## config.mk

```make
export PLATFORM = sky130hd
export DESIGN_NAME = alu_sequencer
export DESIGN_NICKNAME = d
export VERILOG_FILES = /design/src/rtl/alu_sequencer.sv
export SDC_FILE = /design/constraint.sdc
export NUM_CORES = 1
export LEC_CHECK = 0
export ABC_CLOCK_PERIOD_IN_PS = 1200
export CORE_MARGIN = 4
export CORE_UTILIZATION = 35
export CTS_CLUSTER_SIZE = 8
export DETAILED_ROUTE_END_ITERATION = 12
export PLACE_DENSITY = 0.72
export SYNTH_ARGS = -nofsm -noshare
export SYNTH_HDL_FRONTEND = slang
export SYNTH_SLANG_ARGS = --single-unit
export TNS_END_PERCENT = 20
```

## constraint.sdc

```tcl
create_clock -name clk -period 1.2 [get_ports clk]
set_input_delay 0.12 -clock clk [delete_from_list [all_inputs] [get_ports clk]]
set_output_delay 0.12 -clock clk [all_outputs]
set_load 0.02 [all_outputs]
```

## src/rtl/alu_sequencer.sv

```systemverilog
// alu_sequencer: drives an external ALU through one operation.
// The sequencer reads operand A (and B for binary ops) from the shared bus,
// holds the operands through EXEC, asks the ALU to drive its result during
// WRITE, and captures the ALU flags at the WRITE edge.
//
// Request handshake: in_start is a level request that is only looked at while
// the block is in IDLE (out_busy=0). A request seen at a rising edge in IDLE is
// accepted at that edge together with in_op; requests made while out_busy=1,
// including the WRITE cycle, are dropped without queuing. Completion is the
// single-cycle out_done pulse, after which out_flags holds the new flags.
module alu_sequencer (
    input  logic       clk,
    input  logic       in_reset_n,
    input  logic       in_start,
    input  logic [2:0] in_op,
    input  logic [7:0] in_bus,
    input  logic [3:0] in_alu_flags,
    output logic [7:0] out_A,
    output logic [7:0] out_B,
    output logic [2:0] out_op,
    output logic       out_alu_enable_out,
    output logic       out_bus_rd,
    output logic       out_operand_sel,
    output logic       out_busy,
    output logic       out_done,
    output logic [3:0] out_flags,
    output logic [2:0] dbg_state
);

    typedef enum logic [2:0] {
        S_IDLE   = 3'd0,
        S_LOAD_A = 3'd1,
        S_LOAD_B = 3'd2,
        S_EXEC   = 3'd3,
        S_WRITE  = 3'd4
    } state_t;

    state_t state;
    state_t state_next;
    logic   op_is_unary;

    // not, shr and shl take only operand A
    assign op_is_unary = (out_op == 3'b100) || (out_op == 3'b110) || (out_op == 3'b111);

    assign dbg_state = state;

    // State register; reset wins over any transition
    always_ff @(posedge clk) begin
        if (!in_reset_n) begin
            state <= S_IDLE;
        end else begin
            state <= state_next;
        end
    end

    // Next-state and per-state control outputs
    always_comb begin
        state_next         = state;
        out_alu_enable_out = 1'b0;
        out_bus_rd         = 1'b0;
        out_operand_sel    = 1'b0;
        out_busy           = 1'b1;
        out_done           = 1'b0;
        case (state)
            S_IDLE: begin
                out_busy = 1'b0;
                if (in_start) begin
                    state_next = S_LOAD_A;
                end
            end
            S_LOAD_A: begin
                out_bus_rd = 1'b1;
                state_next = op_is_unary ? S_EXEC : S_LOAD_B;
            end
            S_LOAD_B: begin
                out_bus_rd      = 1'b1;
                out_operand_sel = 1'b1;
                state_next      = S_EXEC;
            end
            S_EXEC: begin
                // operands and opcode stay put while the ALU registers its result
                state_next = S_WRITE;
            end
            S_WRITE: begin
                out_alu_enable_out = 1'b1;
                out_done           = 1'b1;
                state_next         = S_IDLE;
            end
            default: begin
                state_next = S_IDLE;
            end
        endcase
    end

    // Operand, opcode and flag registers; all hold outside their load state
    always_ff @(posedge clk) begin
        if (!in_reset_n) begin
            out_A     <= 8'h00;
            out_B     <= 8'h00;
            out_op    <= 3'b000;
            out_flags <= 4'b0000;
        end else begin
            case (state)
                S_IDLE:   if (in_start) out_op <= in_op;
                S_LOAD_A: out_A     <= in_bus;
                S_LOAD_B: out_B     <= in_bus;
                S_WRITE:  out_flags <= in_alu_flags;
                default:  ;
            endcase
        end
    end

endmodule

```

## After elaboration in Yosys (flattened, before gate mapping)

Index checks and enable logic that the tools add are counted.

| word-level totals | value |
|---|---|
| memories kept | 0 |
| RAM bits | 0 |
| logic and storage cells | 25 |
| bits in latches | 0 |
| output and inout port bits | 31 |
| memory bits (read-only) | 0 |
| register bits | 26 |
| bits of input ports | 18 |

| cells by class | value |
|---|---|
| reductions and logical operators | 5 |
| multiplexer cells | 7 |
| shifts and indexed selects | 0 |
| div/mod/pow operators | 0 |
| bitwise gates (word level) | 0 |
| order comparisons | 0 |
| multipliers | 0 |
| add/subtract/negate cells | 0 |
| eq/ne operators | 8 |

Operator list:

| kind | count |
|---|---|
| 3-bit == test (second input constant) | 4 |
| 3-bit case mux with 4 select lines | 1 |
| 3-bit by 2-bit == test with 1-bit output (second input constant) | 2 |
| 1-bit two-way mux | 5 |
| 3-bit by 1-bit == test with 1-bit output (second input constant) | 1 |
| 3-bit logical NOT | 1 |
| 3-bit two-way mux | 1 |
| 1-bit logical OR | 2 |
| 2-bit inequality test (second input constant) | 1 |
| 2-bit AND reduction | 1 |
| 2-bit OR reduction | 1 |

## Longest topological paths before layout

Gate-level depths: netlist of the first run.

| logic depth | value |
|---|---|
| word-level depth | 5 |
| mapped depth | 6 |
| depth with buffers taken out | 3 |

## Worst setup path after synthesis of the first run

Ideal clock, no wire load.

| timing | value |
|---|---|
| path type | reg2out |
| start | reg state[1], in the netlist dbg_state[1] |
| end | out out_bus_rd |
| path slack | -0.325 ns |
| arrival time | 1.405 ns |
| data required time | 1.080 ns |
| path buffers | 3 |
| cell stages (with the launch flop) | 6 |
| cells stage by stage | dfxtp_1 -> buf_4 -> or3b_1 -> buf_6 -> buf_8 -> nand2_1 |

| on the way | value |
|---|---|
| cells in the longest elaborated chain, start to end | 3 |
| elaborated cells on any way between the ends | 4 |
| classes of those cells | 2 x eq/ne; 1 x mux; 1 x reduce/logical |

Ends and longest elaborated chain:

| item | line | text |
|---|---|---|
| start, declared | 38 | `state_t state;` |
| start signal, assigned | 52 | `state <= state_next;` |
| 3-bit by 2-bit == test with 1-bit output or 3-bit by 1-bit == test with 1-bit output (tied branches) | 64 | `case (state)` |
| 2-bit OR reduction (no line) (*) | n/a |  |
| 1-bit two-way mux (*) | 64 |  |
| end, declared | 22 | `output logic out_bus_rd,` |

Mark *: on every way between the ends. The rest lies on a longest branch, timed or not.

## Final worst setup path of the first run

| timing | value |
|---|---|
| start | reg state[0], in the netlist dbg_state[0] |
| end | out out_busy |

| on the way | value |
|---|---|
| cells in the longest elaborated chain, start to end | 2 |

Ends and longest elaborated chain:

| item | line | text |
|---|---|---|
| 3-bit logical NOT | 64 |  |
| 1-bit two-way mux | 64 |  |
| end, declared | 24 | `output logic out_busy,` |

No other way between the ends.

==> results of run 1 <==
worst min-delay path: cells and delay by family:
kind                   cells  cell delay (ns)
buffers and inverters      1             0.40
AOI/OAI and AO/OA          1             0.05
and+or+nand+nor            1             0.06
metal layers:
layer	vias up	track usage [%]
li1	500	-
met1	433	16.6
met2	42	22.6
met3	2	5.51
met4	0	4.04
met5	-	0
cell type report:
cell class | instances | area, um2
Fill cell | 252 | 1060
Timing Repair Buffer | 61 | 619
Multi-Input combinational cell | 76 | 576
Sequential cell | 26 | 529
Tap cell | 31 | 38.8
Clock buffer | 3 | 22.5
Inverter | 1 | 8.76
power breakdown:
part | internal (mW) | switching [mW]
Clock | 0.117 | 0.231
Sequential | 0.949 | 0.0582
Combinational | 0.427 | 0.449
Total | 1.49 | 0.738
kinds of logic after synthesis:
kind of cell,count (synthesis),share of synthesized area (%)
buffers and inverters,12,8.85
and+or+nand+nor,51,24.9
AOI/OAI and AO/OA,24,17.0
xor gates and xnor gates,1,0.815
DFF,26,48.4
sequential cells by signal, summed over array words and instances (netlist names):
name and flops:
out_op 3, dbg_state 3, out_B 8, out_A 8, out_flags 4
what timing repair did:
item                       CTS  global route
resized for setup           80            37
cloned                       0             1
pin swaps                    6            13
buffers inserted             2             0
setup endpoints to repair   47            41
worst max path at each step:
stage                      end  cells after the start         start  slack [ns]
detailed placement  out_bus_rd                      3  dbg_state[0]       -0.46
CTS                   out_busy                      3  dbg_state[0]       -0.25
floorplan             out_A[7]                      6  dbg_state[0]       -0.16
global route        out_bus_rd                      3  dbg_state[1]       -0.28
finish                out_busy                      3  dbg_state[0]       -0.23
global placement    out_bus_rd                      3  dbg_state[0]       -0.45
stage by stage:
step	setup WS, ns	hold slack (ns)	total power [mW]	TNS (ns)
after CTS	-0.245	0.360	2.20	-2.11
after detailed placement	-0.461	0.454	1.78	-3.99
after global placement	-0.446	0.447	1.77	-3.66
after floorplan	-0.165	0.250	1.50	-2.34
after global routing	-0.282	0.361	2.36	-2.65
final	-0.228	0.363	2.23	-1.86
cell usage in the layout, fill, tap and decap left out, types with 2 or more instances in the layout:
cell | netlist | final
clkbuf_4 | 0 | 3
buf_12 | 0 | 3
clkdlybuf4s15_1 | 0 | 10
dfxtp_1 | 26 | 23
dlygate4sd2_1 | 0 | 10
clkdlybuf4s50_1 | 0 | 17
nand3_2 | 1 | 18
buf_4 | 2 | 3
nor2_1 | 2 | 2
clkbuf_2 | 0 | 5
o21ai_2 | 16 | 18
buf_6 | 4 | 11
nand3_1 | 22 | 5
nand2b_1 | 2 | 2
or3b_4 | 0 | 2
dfxtp_4 | 0 | 2
o21ai_0 | 7 | 4
nand2_1 | 17 | 16
==> results.json, run 1 <==
{
  "finClkSkew_ns": 0.00306,
  "htreeDepth": 1,
  "wl_met2_um": 1280,
  "fin_cells": 198,
  "failed_checks": "negative setup slack",
  "synth_seq_cells": 26,
  "io_pins": 49,
  "grt_pass1_wl_um": 4520,
  "core_area_um2": 2850,
  "grt_usage_pct": 13.8,
  "clkTransAtPathRegs_ns": 0.13,
  "cts_tree": "yes",
  "max_stage_delay_ns": 0.37,
  "routed_wl_um": 2800,
  "netlist_instances": 114,
  "layout-drive-gt1-share_pct": 43.7,
  "wl_per_cell_um": 14.1,
  "io_buffers": 48,
  "reg2reg_to": "out_B[3]",
  "drv_slew": 0,
  "dpl-instance-area_um2": 1620,
  "area_growth_pct": 66.9,
  "top_layer_used": "met4",
  "setup_ws_ns": -0.228,
  "chipHeight_um": 63.4,
  "hold_buffers": 0,
  "crit_path_start_kind": "flop",
  "min_to": "out_flags[2]",
  "rr_startpoint": "dbg_state[1]",
  "grt_pass1_vias": 997,
  "tightest_slew_ns": 0.263,
  "syn_avg_cell_area_um2": 9.43,
  "grt-ovfl-total": 0,
  "status": "complete, but fails checks",
  "ys_top_cells_by_area": "dfxtp_1 48%, o21ai_2 13%, nand3_1 10%",
  "diodes": 0,
  "drt_pass1_iterations": 2,
  "grt_max_degree": 23,
  "die_x_um": 63.4,
  "power_density_nw_per_um2": 1240,
  "yosysMostFrequentCell": "dfxtp_1",
  "hp-class": "input port to flop",
  "max-vdd-ir-drop_mv": 0.613,
  "worstPathArrival_ns": 1.31,
  "hold_viol": 0,
  "postLayoutCellArea_um2": 1790,
  "cp_max_fo": 6,
  "synth_area_um2": 1070,
  "critPathKind": "flop to output port",
  "yosysTopAreaCell": "dfxtp_1",
  "synthTopCellsByCount": "26 x dfxtp_1, 22 x nand3_1, 17 x nand2_1",
  "max-cap-violations": 0,
  "rsz0062_at_grt": "true",
  "routabilityCongestion": 0.723,
  "worst_r2r_path_depth": 5,
  "postLayoutCoreUtil_pct": 62.9,
  "min_path_cells": 3,
  "synth_top_area_share_pct": 48.4,
  "post-route-period-util_pct": 119,
  "slew_headroom_pct": 82.5,
  "vias": 977,
  "start_util_pct": 37.7,
  "cp_top_family": "flip-flops",
  "max_freq_mhz": 700,
  "final-setup-viol-count": 13,
  "worstSetupEndpointType": "output port",
  "seq_area_frac_synth_pct": 48.4,
  "cts_buffer_depth": 2,
  "antenna_left": 0,
  "p_leak_nw": 0.730,
  "place_inst": 192,
  "via_per_inst": 4.93,
  "drt-initial-drc-count": 34,
  "cpMaxStageDelayCell": "dfxtp_4",
  "reg2reg_slack_ns": -0.12,
  "synth_flop_cell": "dfxtp_1",
  "cpMostUsedCell": "buf_6",
  "ys_types": 23,
  "dp_hpwl_um": 2040,
  "synth_fp_nets": 132,
  "met3RoutedLength_um": 253,
  "cts_made_buffers": 3,
  "min_from": "in_alu_flags[2]",
  "drc": 0,
  "synth_edf_count": 0,
  "worstPathRequired_ns": 1.08,
  "antenna_found_initial": 0,
  "wl_met1_um": 1260,
  "clock_latency_ns": 0.31,
  "synth_warnings": 0,
  "nets": 187,
  "cts-root-buf": "clkbuf_4",
  "die_area_um2": 4020,
  "path_cells": "buf_6 -> or3_4 -> buf_6",
  "path_buf_inv": 2,
  "async_flop_share_pct": 0,
  "rows": 19,
  "period_needed_ns": 1.43,
  "cts.sinks": 26
}
(Power assumes the default switching activity.)
==> run 2: changes to the inputs <==
Settings changed: ABC_AREA from default to 1, PLACE_DENSITY 0.72 to 0.74.
==> run 2 against run 1 <==
Compared with the run above: the flow still finishes with violations (negative setup slack); critical endpoint is now out_bus_rd; synthesized cell count grew 18%; register-to-register slack better by 0.15 ns; flip-flop and latch count did not move.
==> results.json, run 2 <==
{
  "status": "complete, but fails checks",
  "failed_checks": "negative setup slack",
  "chipHeight_um": 61.6,
  "clock_latency_ns": 0.32,
  "io_pins": 49,
  "grt_pass1_wl_um": 4000,
  "cts-root-buf": "clkbuf_4",
  "crit_path_start_kind": "flop",
  "layout_common_cells": "42 x nor2_1, 23 x dfxtp_1, 19 x dlygate4sd2_1, 17 x clkdlybuf4s50_1, 17 x buf_4",
  "synth_seq_cells": 26,
  "antenna_left": 0,
  "cp_max_fo": 4,
  "wl_per_cell_um": 11.5,
  "place_inst": 222,
  "period_needed_ns": 1.26,
  "fill_cells": 249,
  "max-vdd-ir-drop_mv": 0.793,
  "synth_top_area_share_pct": 51.7,
  "max-cap-violations": 0,
  "setup_ws_ns": -0.0641,
  "drt-initial-drc-count": 46,
  "worstSetupEndpointType": "output port",
  "drc": 0,
  "via_per_inst": 4.54,
  "antenna_found_initial": 0,
  "synthTopCellsByCount": "44 x nor2_1, 26 x dfxtp_1, 20 x o21ai_0",
  "final-setup-viol-count": 5,
  "die_area_um2": 3800,
  "syn_avg_cell_area_um2": 7.45,
  "routabilityCongestion": 0.766,
  "ys_types": 16,
  "tightest_slew_ns": 0.222,
  "drv_slew": 0,
  "start_util_pct": 36.5,
  "synth_warnings": 0,
  "htreeDepth": 1,
  "rsz0062_at_grt": "true",
  "grt_pass1_vias": 908,
  "postLayoutCoreUtil_pct": 62.5,
  "reg2reg_slack_ns": 0.03,
  "diodes": 0,
  "synth_flop_cell": "dfxtp_1",
  "io_buffers": 48,
  "seq_area_frac_synth_pct": 51.7,
  "netlist_instances": 135,
  "post-route-period-util_pct": 105,
  "power_density_nw_per_um2": 1340,
  "synth_edf_count": 0,
  "finClkSkew_ns": 0.00498,
  "rows": 19,
  "hp-class": "input port to flop",
  "hold_viol": 0,
  "slew_headroom_pct": 85.2,
  "layout-drive-gt1-share_pct": 28.7,
  "cts_tree": "yes",
  "nets": 221,
  "grt-ovfl-total": 0,
  "dpl-instance-area_um2": 1590,
  "yosysMostFrequentCell": "nor2_1",
  "cts_made_buffers": 3,
  "critPathKind": "flop to output port",
  "area_growth_pct": 71.3,
  "routed_wl_um": 2680,
  "grt_usage_pct": 13.8,
  "synth_area_um2": 1010,
  "cts.sinks": 26,
  "p_leak_nw": 0.850,
  "dp_hpwl_um": 2120,
  "vias": 1057,
  "core_area_um2": 2760,
  "cts_buffer_depth": 2,
  "synth_fp_nets": 153,
  "setup_tns_ns": -0.139,
  "ys_top_cells_by_area": "dfxtp_1 52%, nor2_1 16%, o21ai_0 10%",
  "max_freq_mhz": 791,
  "fin_cells": 233,
  "worstPathArrival_ns": 1.14,
  "async_flop_share_pct": 0,
  "final_common_cell": "nor2_1",
  "clkTransAtPathRegs_ns": 0.14,
  "top_regs": "out_A x8, out_B x8, out_flags x4",
  "yosysTopAreaCell": "dfxtp_1",
  "drt_pass1_iterations": 4,
  "die_x_um": 61.6,
  "worstPathRequired_ns": 1.08,
  "place_ws_ns": -0.242,
  "postLayoutCellArea_um2": 1720,
  "grt_max_degree": 15
}
run 2: worst paths after layout:
kind,start,endpoint,cells after the start
worst max-delay path,dbg_state[0],out_bus_rd,4
worst min-delay path,in_alu_flags[0],out_flags[0],3
worst max register to register,dbg_state[0],out_B[5],6
worst min register to register,out_A[4],out_A[4],2
run 2: metrics by stage:
step	hold WS (ns)	power, mW
6_report	0.406	2.31
5_1_grt	0.398	2.46
4_1_cts	0.406	2.25
3_5_place_dp	0.472	1.84
3_3_place_gp	0.464	1.83
2_1_floorplan	0.243	1.44
run 2: cell families (layout without fill, tap and decap cells):
kind of cell	Yosys count	after routing	share of synthesized area, %
flip-flops	26	26	51.7
AO/OA/AOI/OAI	22	22	10.9
AND/OR/NAND/NOR	65	65	27.2
buffers and inverters	22	89	10.1
run 2: power breakdown:
group / switching (mW) / internal (mW) / leakage [nW]
registers: 0.0608 / 0.962 / 0.215
clock network: 0.259 / 0.185 / 0.0210
logic: 0.458 / 0.389 / 0.614
total: 0.778 / 1.54 / 0.850
run 2: what timing repair did:
item	4_1_cts	5_1_grt
setup endpoints to repair	39	23
hold buffers	0	0
pin swaps	2	6
setup buffers	4	3
cloned	0	0
resized for setup	76	31
run 2: area by class of cell:
class / instances / area (um2) / share of cell area, %
timing repair buffer: 68 / 599 / 34.8
clock buffer: 4 / 36.3 / 2.11
sequential: 26 / 529 / 30.7
tap: 31 / 38.8 / 2.25
multi-input combinational: 87 / 447 / 25.9
inverter: 17 / 72.6 / 4.21
run 2: per-layer routing:
metal  vias up  track usage, %  wire length, um
li1        553               -                -
met1       489            17.0             1100
met2        15            24.5             1460
met3         0            2.52              115
met4         0            3.64                0
met5         -               0                0
run 2: critical path, stage by stage (launching register included):
cell     delay, ns
dfxtp_4       0.39
nor2_4        0.16
nand2_4       0.09
nand2_2       0.07
buf_6         0.11
==> run 3: changes to the inputs <==
Settings changed: ABC_AREA 1 to default, PLACE_DENSITY 0.74 to 0.72.
==> results of run 3 <==
No change in the layout: final DEF, timing and power equal those of run 1.
